File: src/rtl/pixel_stream_pkg.sv
// pixel_stream_pkg
//   Shared types for the pixel stream merger.
//   rgb_t          : packed {r,g,b} pixel at the default 8-bit component width
//   merger_state_t : frame sequencing states (LOAD -> STREAM -> DONE -> LOAD)
package pixel_stream_pkg;

    localparam int unsigned PIX_COLOR_W = 8;

    typedef struct packed {
        logic [PIX_COLOR_W-1:0] r;
        logic [PIX_COLOR_W-1:0] g;
        logic [PIX_COLOR_W-1:0] b;
    } rgb_t;

    typedef enum logic [1:0] {
        LOAD   = 2'd0,
        STREAM = 2'd1,
        DONE   = 2'd2
    } merger_state_t;

endpackage

File: src/rtl/pixel_stream_merger_if.sv
// pixel_stream_merger_if
//   Bundles the per-core input handshakes and the merged output stream.
//   in_valid/in_ready/in_rgb : NUM_CORES pixel channels, {r,g,b} per core
//   out_valid/out_ready      : merged ready/valid stream
//   out_rgb/out_eol/out_sof  : merged pixel and its line/frame markers
//   slave  : merger side (consumes core pixels, produces the merged stream)
//   master : environment side (cores and downstream sink)
interface pixel_stream_merger_if #(
    parameter int unsigned NUM_CORES = 4,
    parameter int unsigned COLOR_W   = 8
);
    logic [NUM_CORES-1:0]           in_valid;
    logic [NUM_CORES-1:0]           in_ready;
    logic [NUM_CORES*3*COLOR_W-1:0] in_rgb;
    logic                           out_valid;
    logic                           out_ready;
    logic [3*COLOR_W-1:0]           out_rgb;
    logic                           out_eol;
    logic                           out_sof;

    modport slave (
        input  in_valid, in_rgb, out_ready,
        output in_ready, out_valid, out_rgb, out_eol, out_sof
    );

    modport master (
        output in_valid, in_rgb, out_ready,
        input  in_ready, out_valid, out_rgb, out_eol, out_sof
    );
endinterface

File: src/rtl/pixel_fifo.sv
// pixel_fifo
//   Synchronous FIFO with a registered occupancy count and a zero-latency head.
//   aclk, aresetn : clock, synchronous active-low reset (empties the FIFO)
//   push/push_data: write request and data (ignored when full)
//   pop           : read request (ignored when empty)
//   head          : entry at the read pointer, valid whenever !empty
//   full, empty   : occupancy flags derived from the registered count
module pixel_fifo #(
    parameter int unsigned WIDTH = 24,
    parameter int unsigned DEPTH = 4
) (
    input  logic             aclk,
    input  logic             aresetn,
    input  logic             push,
    input  logic [WIDTH-1:0] push_data,
    input  logic             pop,
    output logic [WIDTH-1:0] head,
    output logic             full,
    output logic             empty
);
    localparam int unsigned AW = $clog2(DEPTH);

    logic [WIDTH-1:0] mem [DEPTH];
    logic [AW-1:0]    wr_ptr;
    logic [AW-1:0]    rd_ptr;
    logic [AW:0]      count;
    logic             do_push;
    logic             do_pop;

    assign full    = (count == (AW+1)'(DEPTH));
    assign empty   = (count == '0);
    assign do_push = push && !full;
    assign do_pop  = pop && !empty;
    assign head    = mem[rd_ptr];

    always_ff @(posedge aclk) begin
        if (!aresetn) begin
            wr_ptr <= '0;
            rd_ptr <= '0;
            count  <= '0;
        end else begin
            if (do_push) wr_ptr <= wr_ptr + AW'(1);
            if (do_pop)  rd_ptr <= rd_ptr + AW'(1);
            unique case ({do_push, do_pop})
                2'b10:   count <= count + (AW+1)'(1);
                2'b01:   count <= count - (AW+1)'(1);
                default: count <= count;
            endcase
        end
    end

    // Storage carries no reset; only the pointers and count define contents.
    always_ff @(posedge aclk) begin
        if (do_push) mem[wr_ptr] <= push_data;
    end

endmodule

File: src/rtl/pixel_stream_merger.sv
// pixel_stream_merger
//   Re-serialises pixels from NUM_CORES round-robin compute cores into one
//   raster-order ready/valid stream. Pixel k of a frame comes from core
//   k mod A (A = active cores); each core is buffered in its own pixel_fifo.
//   aclk, aresetn          : clock, synchronous active-low reset
//   pix (slave)            : per-core inputs and merged output stream
//   active_cores           : cores in use minus one, latched per frame
//   image_width/height     : frame size in pixels, latched per frame (0 -> 1)
//   frame_done             : one-cycle pulse after the last pixel of a frame
module pixel_stream_merger
    import pixel_stream_pkg::*;
#(
    parameter int unsigned NUM_CORES  = 4,
    parameter int unsigned FIFO_DEPTH = 4,
    parameter int unsigned COLOR_W    = 8,
    parameter int unsigned DIM_W      = 13
) (
    input  logic                         aclk,
    input  logic                         aresetn,
    pixel_stream_merger_if.slave         pix,
    input  logic [$clog2(NUM_CORES)-1:0] active_cores,
    input  logic [DIM_W-1:0]             image_width,
    input  logic [DIM_W-1:0]             image_height,
    output logic                         frame_done
);
    localparam int unsigned CORE_W = $clog2(NUM_CORES);
    localparam int unsigned PIX_W  = 3 * COLOR_W;

    merger_state_t     state;
    logic [CORE_W-1:0] last_core_r;   // A_r - 1
    logic [CORE_W-1:0] cur;
    logic [DIM_W-1:0]  x_max_r;       // W_r - 1
    logic [DIM_W-1:0]  y_max_r;       // H_r - 1
    logic [DIM_W-1:0]  x;
    logic [DIM_W-1:0]  y;
    logic [CORE_W-1:0] cores_clamped;

    logic [NUM_CORES-1:0] full;
    logic [NUM_CORES-1:0] empty;
    logic [NUM_CORES-1:0] pop;
    logic [PIX_W-1:0]     head [NUM_CORES];
    logic                 hs;

    assign cores_clamped = ({1'b0, active_cores} >= (CORE_W+1)'(NUM_CORES))
                           ? CORE_W'(NUM_CORES - 1) : active_cores;

    assign pix.out_valid = (state == STREAM) && !empty[cur];
    assign pix.out_rgb   = pix.out_valid ? head[cur] : '0;
    assign pix.out_eol   = pix.out_valid && (x == x_max_r);
    assign pix.out_sof   = pix.out_valid && (x == '0) && (y == '0);
    assign frame_done    = (state == DONE);
    assign hs            = pix.out_valid && pix.out_ready;

    // in_ready depends only on registered state, never on out_ready.
    always_comb begin
        pix.in_ready = '0;
        pop          = '0;
        for (int unsigned i = 0; i < NUM_CORES; i++) begin
            pix.in_ready[i] = (CORE_W'(i) <= last_core_r) && !full[i] && (state != LOAD);
            pop[i]          = hs && (cur == CORE_W'(i));
        end
    end

    always_ff @(posedge aclk) begin
        if (!aresetn) begin
            state       <= LOAD;
            cur         <= '0;
            x           <= '0;
            y           <= '0;
            last_core_r <= '0;
            x_max_r     <= '0;
            y_max_r     <= '0;
        end else begin
            unique case (state)
                LOAD: begin
                    last_core_r <= cores_clamped;
                    x_max_r     <= (image_width  == '0) ? '0 : image_width  - DIM_W'(1);
                    y_max_r     <= (image_height == '0) ? '0 : image_height - DIM_W'(1);
                    cur         <= '0;
                    x           <= '0;
                    y           <= '0;
                    state       <= STREAM;
                end
                STREAM: begin
                    if (hs) begin
                        cur <= (cur == last_core_r) ? '0 : cur + CORE_W'(1);
                        if (x == x_max_r) begin
                            x <= '0;
                            if (y == y_max_r) begin
                                y     <= '0;
                                state <= DONE;
                            end else begin
                                y <= y + DIM_W'(1);
                            end
                        end else begin
                            x <= x + DIM_W'(1);
                        end
                    end
                end
                DONE:    state <= LOAD;
                default: state <= LOAD;
            endcase
        end
    end

    for (genvar g = 0; g < NUM_CORES; g++) begin : g_core
        pixel_fifo #(
            .WIDTH (PIX_W),
            .DEPTH (FIFO_DEPTH)
        ) u_fifo (
            .aclk      (aclk),
            .aresetn   (aresetn),
            .push      (pix.in_valid[g] && pix.in_ready[g]),
            .push_data (pix.in_rgb[g*PIX_W +: PIX_W]),
            .pop       (pop[g]),
            .head      (head[g]),
            .full      (full[g]),
            .empty     (empty[g])
        );
    end

endmodule

File: src/flat_wrapper.sv
// flat-port wrapper written by rule: the top's interface ports become plain ports
module pixel_stream_merger_flat import pixel_stream_pkg::*;
#(
    parameter int unsigned NUM_CORES  = 4,
    parameter int unsigned FIFO_DEPTH = 4,
    parameter int unsigned COLOR_W    = 8,
    parameter int unsigned DIM_W      = 13
)
  (aclk, aresetn, active_cores, image_width, image_height, frame_done, pix_in_valid, pix_in_rgb, pix_out_ready, pix_in_ready, pix_out_valid, pix_out_rgb, pix_out_eol, pix_out_sof);
  pixel_stream_merger_if #(.NUM_CORES(NUM_CORES), .COLOR_W(COLOR_W)) pix_i ();
  input  logic aclk;
  input  logic aresetn;
  input  logic [$clog2(NUM_CORES)-1:0] active_cores;
  input  logic [DIM_W-1:0] image_width;
  input  logic [DIM_W-1:0] image_height;
  output logic frame_done;
  input wire logic [$bits(pix_i.in_valid)-1:0] pix_in_valid;
  input wire logic [$bits(pix_i.in_rgb)-1:0] pix_in_rgb;
  input wire logic [$bits(pix_i.out_ready)-1:0] pix_out_ready;
  output wire logic [$bits(pix_i.in_ready)-1:0] pix_in_ready;
  output wire logic [$bits(pix_i.out_valid)-1:0] pix_out_valid;
  output wire logic [$bits(pix_i.out_rgb)-1:0] pix_out_rgb;
  output wire logic [$bits(pix_i.out_eol)-1:0] pix_out_eol;
  output wire logic [$bits(pix_i.out_sof)-1:0] pix_out_sof;
  assign pix_i.in_valid = pix_in_valid;
  assign pix_i.in_rgb = pix_in_rgb;
  assign pix_i.out_ready = pix_out_ready;
  assign pix_in_ready = pix_i.in_ready;
  assign pix_out_valid = pix_i.out_valid;
  assign pix_out_rgb = pix_i.out_rgb;
  assign pix_out_eol = pix_i.out_eol;
  assign pix_out_sof = pix_i.out_sof;
  pixel_stream_merger #(.NUM_CORES(NUM_CORES), .FIFO_DEPTH(FIFO_DEPTH), .COLOR_W(COLOR_W), .DIM_W(DIM_W)) u_core (.aclk(aclk), .aresetn(aresetn), .pix(pix_i), .active_cores(active_cores), .image_width(image_width), .image_height(image_height), .frame_done(frame_done));
endmodule
File: config.mk
export PLATFORM = sky130hd
export DESIGN_NAME = pixel_stream_merger_flat
export DESIGN_NICKNAME = d
export VERILOG_FILES = /design/src/rtl/pixel_stream_pkg.sv /design/src/rtl/pixel_stream_merger_if.sv /design/src/rtl/pixel_fifo.sv /design/src/rtl/pixel_stream_merger.sv /design/src/flat_wrapper.sv
export SDC_FILE = /design/constraint.sdc
export NUM_CORES = 1
export LEC_CHECK = 0
export ABC_AREA = 0
export BUFFER_PORTS_ARGS = -buffer_cell sky130_fd_sc_hd__buf_2
export CAP_MARGIN = 5
export CELL_PAD_IN_SITES_DETAIL_PLACEMENT = 2
export CELL_PAD_IN_SITES_GLOBAL_PLACEMENT = 2
export CORE_MARGIN = 1
export CORE_UTILIZATION = 35
export DETAILED_ROUTE_END_ITERATION = 16
export PLACE_DENSITY_LB_ADDON = 0.15
export SETUP_SLACK_MARGIN = 0.1
export SLEW_MARGIN = 20
export SYNTH_ARGS = -nofsm -noshare
export SYNTH_HDL_FRONTEND = slang
export SYNTH_SLANG_ARGS = --single-unit
File: constraint.sdc
create_clock -name aclk -period 3.21 [get_ports aclk]
set_input_delay 0.1605 -clock aclk [delete_from_list [all_inputs] [get_ports aclk]]
set_output_delay 0.1605 -clock aclk [all_outputs]
set_load 0.005 [all_outputs]
# Word level (Yosys, flattened, before mapping)

Memories as Yosys holds them, arrays and structs flattened. A register that Yosys moved wholly into a read port is not among the register bits.
Cells that the tools add are included.

Add/subtract/negate cells: 21
$lt $le $gt $ge: 6
Equality and inequality tests: 23
Multiplexer cells: 42
Bitwise gates (word level): 1
Reductions and logical operators: 57

Operators with widths:

| operator                                            | count |
|---|---|
| 2-to-1 mux 13 bit                                   | 7 |
| 2-to-1 mux 24 bit                                   | 3 |
| zero test 13 bit                                    | 4 |
| case mux 13 bit (2 select lines)                    | 2 |
| binary-select mux 24 bit (select 2 bit)             | 1 |
| logical AND 1 bit                                   | 29 |
| adder 13 x 1 -> 13 bit, second input constant       | 2 |
| equality test 13 bit                                | 2 |
| 2-to-1 mux 2 bit                                    | 13 |
| subtractor 13 x 1 -> 13 bit, second input constant  | 2 |
| case mux 3 bit (2 select lines)                     | 4 |
| adder 2 x 1 -> 2 bit, second input constant         | 9 |
| equality test 2 bit, second input constant          | 7 |
| adder 3 x 1 -> 3 bit, second input constant         | 4 |
| equality test 2 x 1 -> 1 bit, second input constant | 6 |
| equality test 3 bit, second input constant          | 4 |
| zero test 3 bit                                     | 4 |
| nonzero test 2 bit                                  | 6 |
| subtractor 3 x 1 -> 3 bit, second input constant    | 4 |
| zero test 1 bit                                     | 9 |
| 2-to-1 mux 1 bit                                    | 9 |
| case mux 2 bit (2 select lines)                     | 2 |
| AND reduction 3 bit                                 | 2 |
| <= comparator 1 x 2 -> 1 bit, first input constant  | 2 |
| 10 further kinds                                    | 13 |

Register bits after elaboration: 86
RAM bits: 384
Word-level logic and storage cells: 173
Memories: 4

Memories:

| memory                      | depth | width | read ports | clocked after Yosys merged registers in | write ports | RTL line         | text |
|---|---|---|---|---|---|---|---|
| u_core.g_core[0].u_fifo.mem | 4     | 24    | 1          | 1                                       | 1           | pixel_fifo.sv:23 | `logic [WIDTH-1:0] mem [DEPTH];` |
| u_core.g_core[1].u_fifo.mem | 4     | 24    | 1          | 1                                       | 1           | pixel_fifo.sv:23 |  |
| u_core.g_core[2].u_fifo.mem | 4     | 24    | 1          | 1                                       | 1           | pixel_fifo.sv:23 |  |
| u_core.g_core[3].u_fifo.mem | 4     | 24    | 1          | 1                                       | 1           | pixel_fifo.sv:23 |  |

# Logic depth before layout (Yosys ltp)

Depth in word-level cells: 10
Mapped depth: 12
Gate-level depth less buffers: 11

# Cells and area by module

From an unflattened synthesis, not the netlist that was laid out.

Cells, all modules: 1,197
Area, all modules: 20,226.9 µm²

By module, submodules not included:

| module              | times used | cells each | area an instance (µm²) |
|---|---|---|---|
| pixel_fifo          | 4          | 180        | 3,983.8 |
| pixel_stream_merger | 1          | 477        | 4,291.6 |

# Worst setup path after synthesis

Ideal clock, no wire load.

Path kind: register to register
From: reg u_core.cur[0]
To: reg u_core.g_core[2].u_fifo.count[2]
Setup time: 0.076 ns
Arrival time: 2.972 ns
Path slack: 0.162 ns
Cell stages (with the launch flop): 12
Buffers on the path: 2
Path through: dfxtp_1 -> buf_2 -> inv_2 -> buf_1 -> ha_1 -> nor3b_1 -> ha_1 -> inv_1 -> fa_1 -> xor2_1 -> or3_1 -> a21boi_0

Longest elaborated chain between the ends: 9
Elaborated cells on any way between the ends: 12
Those cells by class: eq/ne: 3; mux: 3; reduce/logical: 6

RTL lines:

| what                                                                         | RTL line                  | text |
|---|---|---|
| from (decl)                                                                  | pixel_stream_merger.sv:31 | `logic [CORE_W-1:0] cur;` |
| from (signal assigned)                                                       | pixel_stream_merger.sv:86 | `cur <= (cur == last_core_r) ? '0 : cur + CORE_W'(1);` |
| binary-select mux 1 bit (select 2 bit)                                       | pixel_stream_merger.sv:47 | `assign pix.out_valid = (state == STREAM) && !empty[cur];` |
| 2-to-1 mux 1 bit (not written as such)                                       | pixel_stream_merger.sv:47 |  |
| zero test 1 bit                                                              | pixel_stream_merger.sv:47 |  |
| logical AND 1 bit                                                            | pixel_stream_merger.sv:47 |  |
| logical AND 1 bit                                                            | pixel_stream_merger.sv:52 | `assign hs = pix.out_valid && pix.out_ready;` |
| logical AND 1 bit *                                                          | pixel_stream_merger.sv:60 | `pop[i] = hs && (cur == CORE_W'(i));` |
| logical AND 1 bit *                                                          | pixel_fifo.sv:33          | `assign do_pop = pop && !empty;` |
| net u_core.g_core[2].u_fifo.do_pop                                           | pixel_fifo.sv:28          | `logic do_pop;` |
| equality test 2 x 1 -> 1 bit / equality test 2 bit (equally long branches)   | pixel_fifo.sv:44          | `unique case ({do_push, do_pop})` |
| case mux 3 bit (2 select lines) / nonzero test 2 bit (equally long branches) | --                        |  |
| to (signal assigned)                                                         | pixel_fifo.sv:45          | `2'b10: count <= count + (AW+1)'(1);` |
| to (signal assigned)                                                         | pixel_fifo.sv:46          | `2'b01: count <= count - (AW+1)'(1);` |
| to (signal assigned)                                                         | pixel_fifo.sv:47          | `default: count <= count;` |
| to (decl)                                                                    | pixel_fifo.sv:26          | `logic [AW:0] count;` |

The timed path passes the listed nets; every way through them passes the cells marked *. The select of a mux whose other input is x is not followed.
A chain may end at the register's enable or synchronous reset.

==> impl_metrics.py <==
metrics = {
    "floorplanning": {
        "io_pins": 163,
        "initial_core_util_pct": 35.4,
        "die_width_um": 241,
        "std_cell_rows": 87,
        "die_h_um": 241,
        "die_area_um2": 58100,
        "core_um2": 56400,
    },
    "logic_synthesis": {
        "synthArstFlopShare_pct": 0,
        "netlist_instances": 1200,
        "yosysMostFrequentCell": "edfxtp_1",
        "synth_ff_type": "edfxtp_1",
        "syn_nets": 1365,
        "synth.avg_cell_area_um2": 16.7,
        "synth_top_area_share_pct": 57.7,
        "synth_edf_count": 384,
        "synth_warnings": 0,
        "synth_cell_type_count": 56,
        "synthTopCellsByArea": "edfxtp_1 58%, mux4_2 14%, dfxtp_1 9.4%",
        "ys_seq_area_share_pct": 67.1,
        "synthTopCellsByCount": "384 x edfxtp_1, 120 x mux4_2, 94 x dfxtp_1",
        "synth_top_cell_by_area": "edfxtp_1",
        "ys_seq_elements": 478,
        "syn_area_um2": 20000,
    },
    "timing": {
        "drv_slew": 0,
        "fmax_mhz": 341,
        "skew_ps": 15.3,
        "worstMarginPinSlew_ps": 859,
        "setup_tns_ps": 0,
        "finalCritPeriodShare_pct": 91.4,
        "rsz0062_at_grt": "false",
        "slew_headroom_pct": 42.8,
        "setup_viol": 0,
        "worst_slack_ps": 276,
        "finalHoldViolCount": 0,
        "min_period_ps": 2930,
    },
    "worst_setup_path": {
        "path_max_fanout": 14,
        "cp-end-kind": "output port",
        "setup.worst_path.class": "flop to output port",
        "arrival_ps": 2770,
        "crit_required_ps": 3050,
        "critical_path.startpoint_type": "flop",
    },
    "routing": {
        "drtIter0Drc": 691,
        "via_per_inst": 5.07,
        "wirelength_um": 54800,
        "final_antenna_net_count": 0,
        "drt-pass1-iter-count": 5,
        "drc": 0,
        "post_drt_wl_per_cell_um": 23.7,
        "route.vias.total": 11720,
    },
    "placed_design": {
        "pre_cts_ws_ps": 391,
        "place.port_buffers": 162,
        "finalWeightedCongestion": 0.754,
        "dpl.hpwl_um": 37900,
    },
    "cts": {
        "cts_sinks": 478,
        "cts-root-buf": "clkbuf_16",
        "clock_latency_ps": 600,
        "cts-buffers-inserted": 52,
        "cts_tree": "built",
        "clk_path_buf_depth": 3,
        "clkTransAtPathRegs_ps": 60,
        "cts_setup_buffers": 0,
        "h-tree-depth": 2,
    },
    "power_and_ir_drop": {
        "p_leak_nw": 8.40,
        "powerDensity_nw_per_um2": 541,
        "peakVddDrop_mv": 0.432,
    },
    "status": {
        "outcome": "finished, final reports clean",
    },
    "global_route": {
        "antenna_found_initial": 8,
        "grt_usage_pct": 19.1,
        "grt_max_degree": 51,
        "grt_pass1_wl_um": 81200,
        "grt.overflow.total": 0,
        "grt_pass1_vias": 12502,
    },
    "final_layout": {
        "fillers": 5501,
        "area_growth_pct": 23.4,
        "nets": 1674,
        "drive_gt1_share_pct": 26.8,
    },
    "min_path": {
        "hold_path_class": "input port to flop",
    },
    "run": {
        "cap_violations": 0,
    },
}
==> what timing repair did <==
action	in CTS	in global routing
hold buffers	111	0
endpoints found under the setup margin	13	0
hold endpoints to repair	399	0
resized for setup	3	0
==> state kept, by name (all words and copies together), names as in the netlist, named ones only <==
| name | count |
|---|---|
| u_core.g_core.u_fifo.mem | 384 |
| u_core.x | 13 |
| u_core.x_max_r | 13 |
| u_core.y | 13 |
| u_core.y_max_r | 13 |
| u_core.g_core.u_fifo.count | 12 |
| u_core.g_core.u_fifo.rd_ptr | 8 |
| u_core.g_core.u_fifo.wr_ptr | 8 |
| u_core.cur | 2 |
| u_core.last_core_r | 2 |
| u_core.state | 2 |
==> path summary, 6_finish.rpt <==
kind	slack [ps]	start	endpoint	depth (start not counted)
worst max-delay path	280	flop	pix_out_rgb[23]	5
worst min-delay path	30	image_height[10]	u_core.y_max_r[10]$_SDFFE_PN0P_	4
worst max register to register	380	u_core.g_core[3].u_fifo.count[2]$_SDFFE_PN0P_	u_core.g_core[2].u_fifo.count[2]$_SDFFE_PN0P_	10
worst min register to register	480	u_core.x_max_r[0]$_SDFFE_PN0P_	u_core.x_max_r[0]$_SDFFE_PN0P_	2
==> layout by cell type (no fill, tap or decap), types with 5 or more instances in the layout <==
cell           count
a21boi_0          14
a22oi_1           25
a31oi_1            6
a32oi_1            6
and2_1            30
and3_1            24
buf_2            162
buf_4             46
clkbuf_1          18
clkbuf_16         53
clkinv_1           8
clkinv_2          10
dfxtp_1           90
dlygate4sd3_1    111
edfxtp_1         384
ha_1              30
inv_1             43
mux2i_1            8
mux4_2           120
nand2_1           49
nand2b_1           8
nand3_1           26
nand4_1           13
nor2_1            31
nor2b_1           51
nor3_1            12
nor4_1            13
o21ai_0           13
o41ai_1            5
or3_1             10
xnor2_1           43
xor2_1            28
==> area by class of cell <==
cell class | count | area [um2] | share of cell area [%]
Inverter | 44 | 165 | 0.670
Sequential cell | 478 | 13400 | 54.5
Timing Repair Buffer | 321 | 2310 | 9.36
Antenna cell | 3 | 7.51 | 0.0304
Tap cell | 756 | 946 | 3.84
Clock inverter | 26 | 262 | 1.06
Clock buffer | 72 | 1410 | 5.71
Multi-Input combinational cell | 612 | 6140 | 24.9
==> power by group <==
group          total, mW  switching, mW  leakage, nW  internal (mW)
clock               5.87           2.47        0.808           3.40
combinational      0.673          0.352         3.36          0.322
sequential          6.79         0.0378         4.23           6.76
==> per-stage QoR <==
stage / hold slack, ps / util, % / area, um2 / cells / power [mW]
4_1_cts: 0.108 / 43.7 / 24600 / 2309 / 13.5
5_1_grt: 33.1 / 43.7 / 24700 / 2311 / 13.8
6_report: 29.5 / 43.7 / 24700 / 2312 / 13.3
3_5_place_dp: 376 / 38.8 / 21900 / 2100 / 7.49
3_3_place_gp: 372 / 38.8 / 21900 / 2100 / 7.46
2_1_floorplan: 259 / - / 20000 / 1200 / 7.19
==> logic make-up (layout without fill, tap and decap cells) <==
family | count (synthesis) | in the layout | synth area share, %
flip-flops | 478 | 478 | 67.1
multiplexers | 128 | 128 | 13.9
AO/OA/AOI/OAI | 91 | 91 | 3.37
AND/OR/NAND/NOR | 287 | 287 | 7.94
adder cells (fa/ha/maj) | 34 | 34 | 2.28
other | 0 | 3 | 0
XOR/XNOR | 72 | 72 | 3.19
buffers and inverters | 110 | 463 | 2.18
==> routing by layer <==
layer | routed length [um] | GRT usage, %
met4 | 1210 | 5.20
met1 | 26400 | 28.1
met5 | 45 | 0
met2 | 24800 | 29.1
met3 | 2380 | 3.19
==> worst max-delay path, stage by stage (launching register included) <==
cell	delay [ps]
dfxtp_4	530
buf_4	240
mux4_2	580
mux4_2	470
nor2b_1	190
buf_2	160
Power figures use the tool's default switching activity.
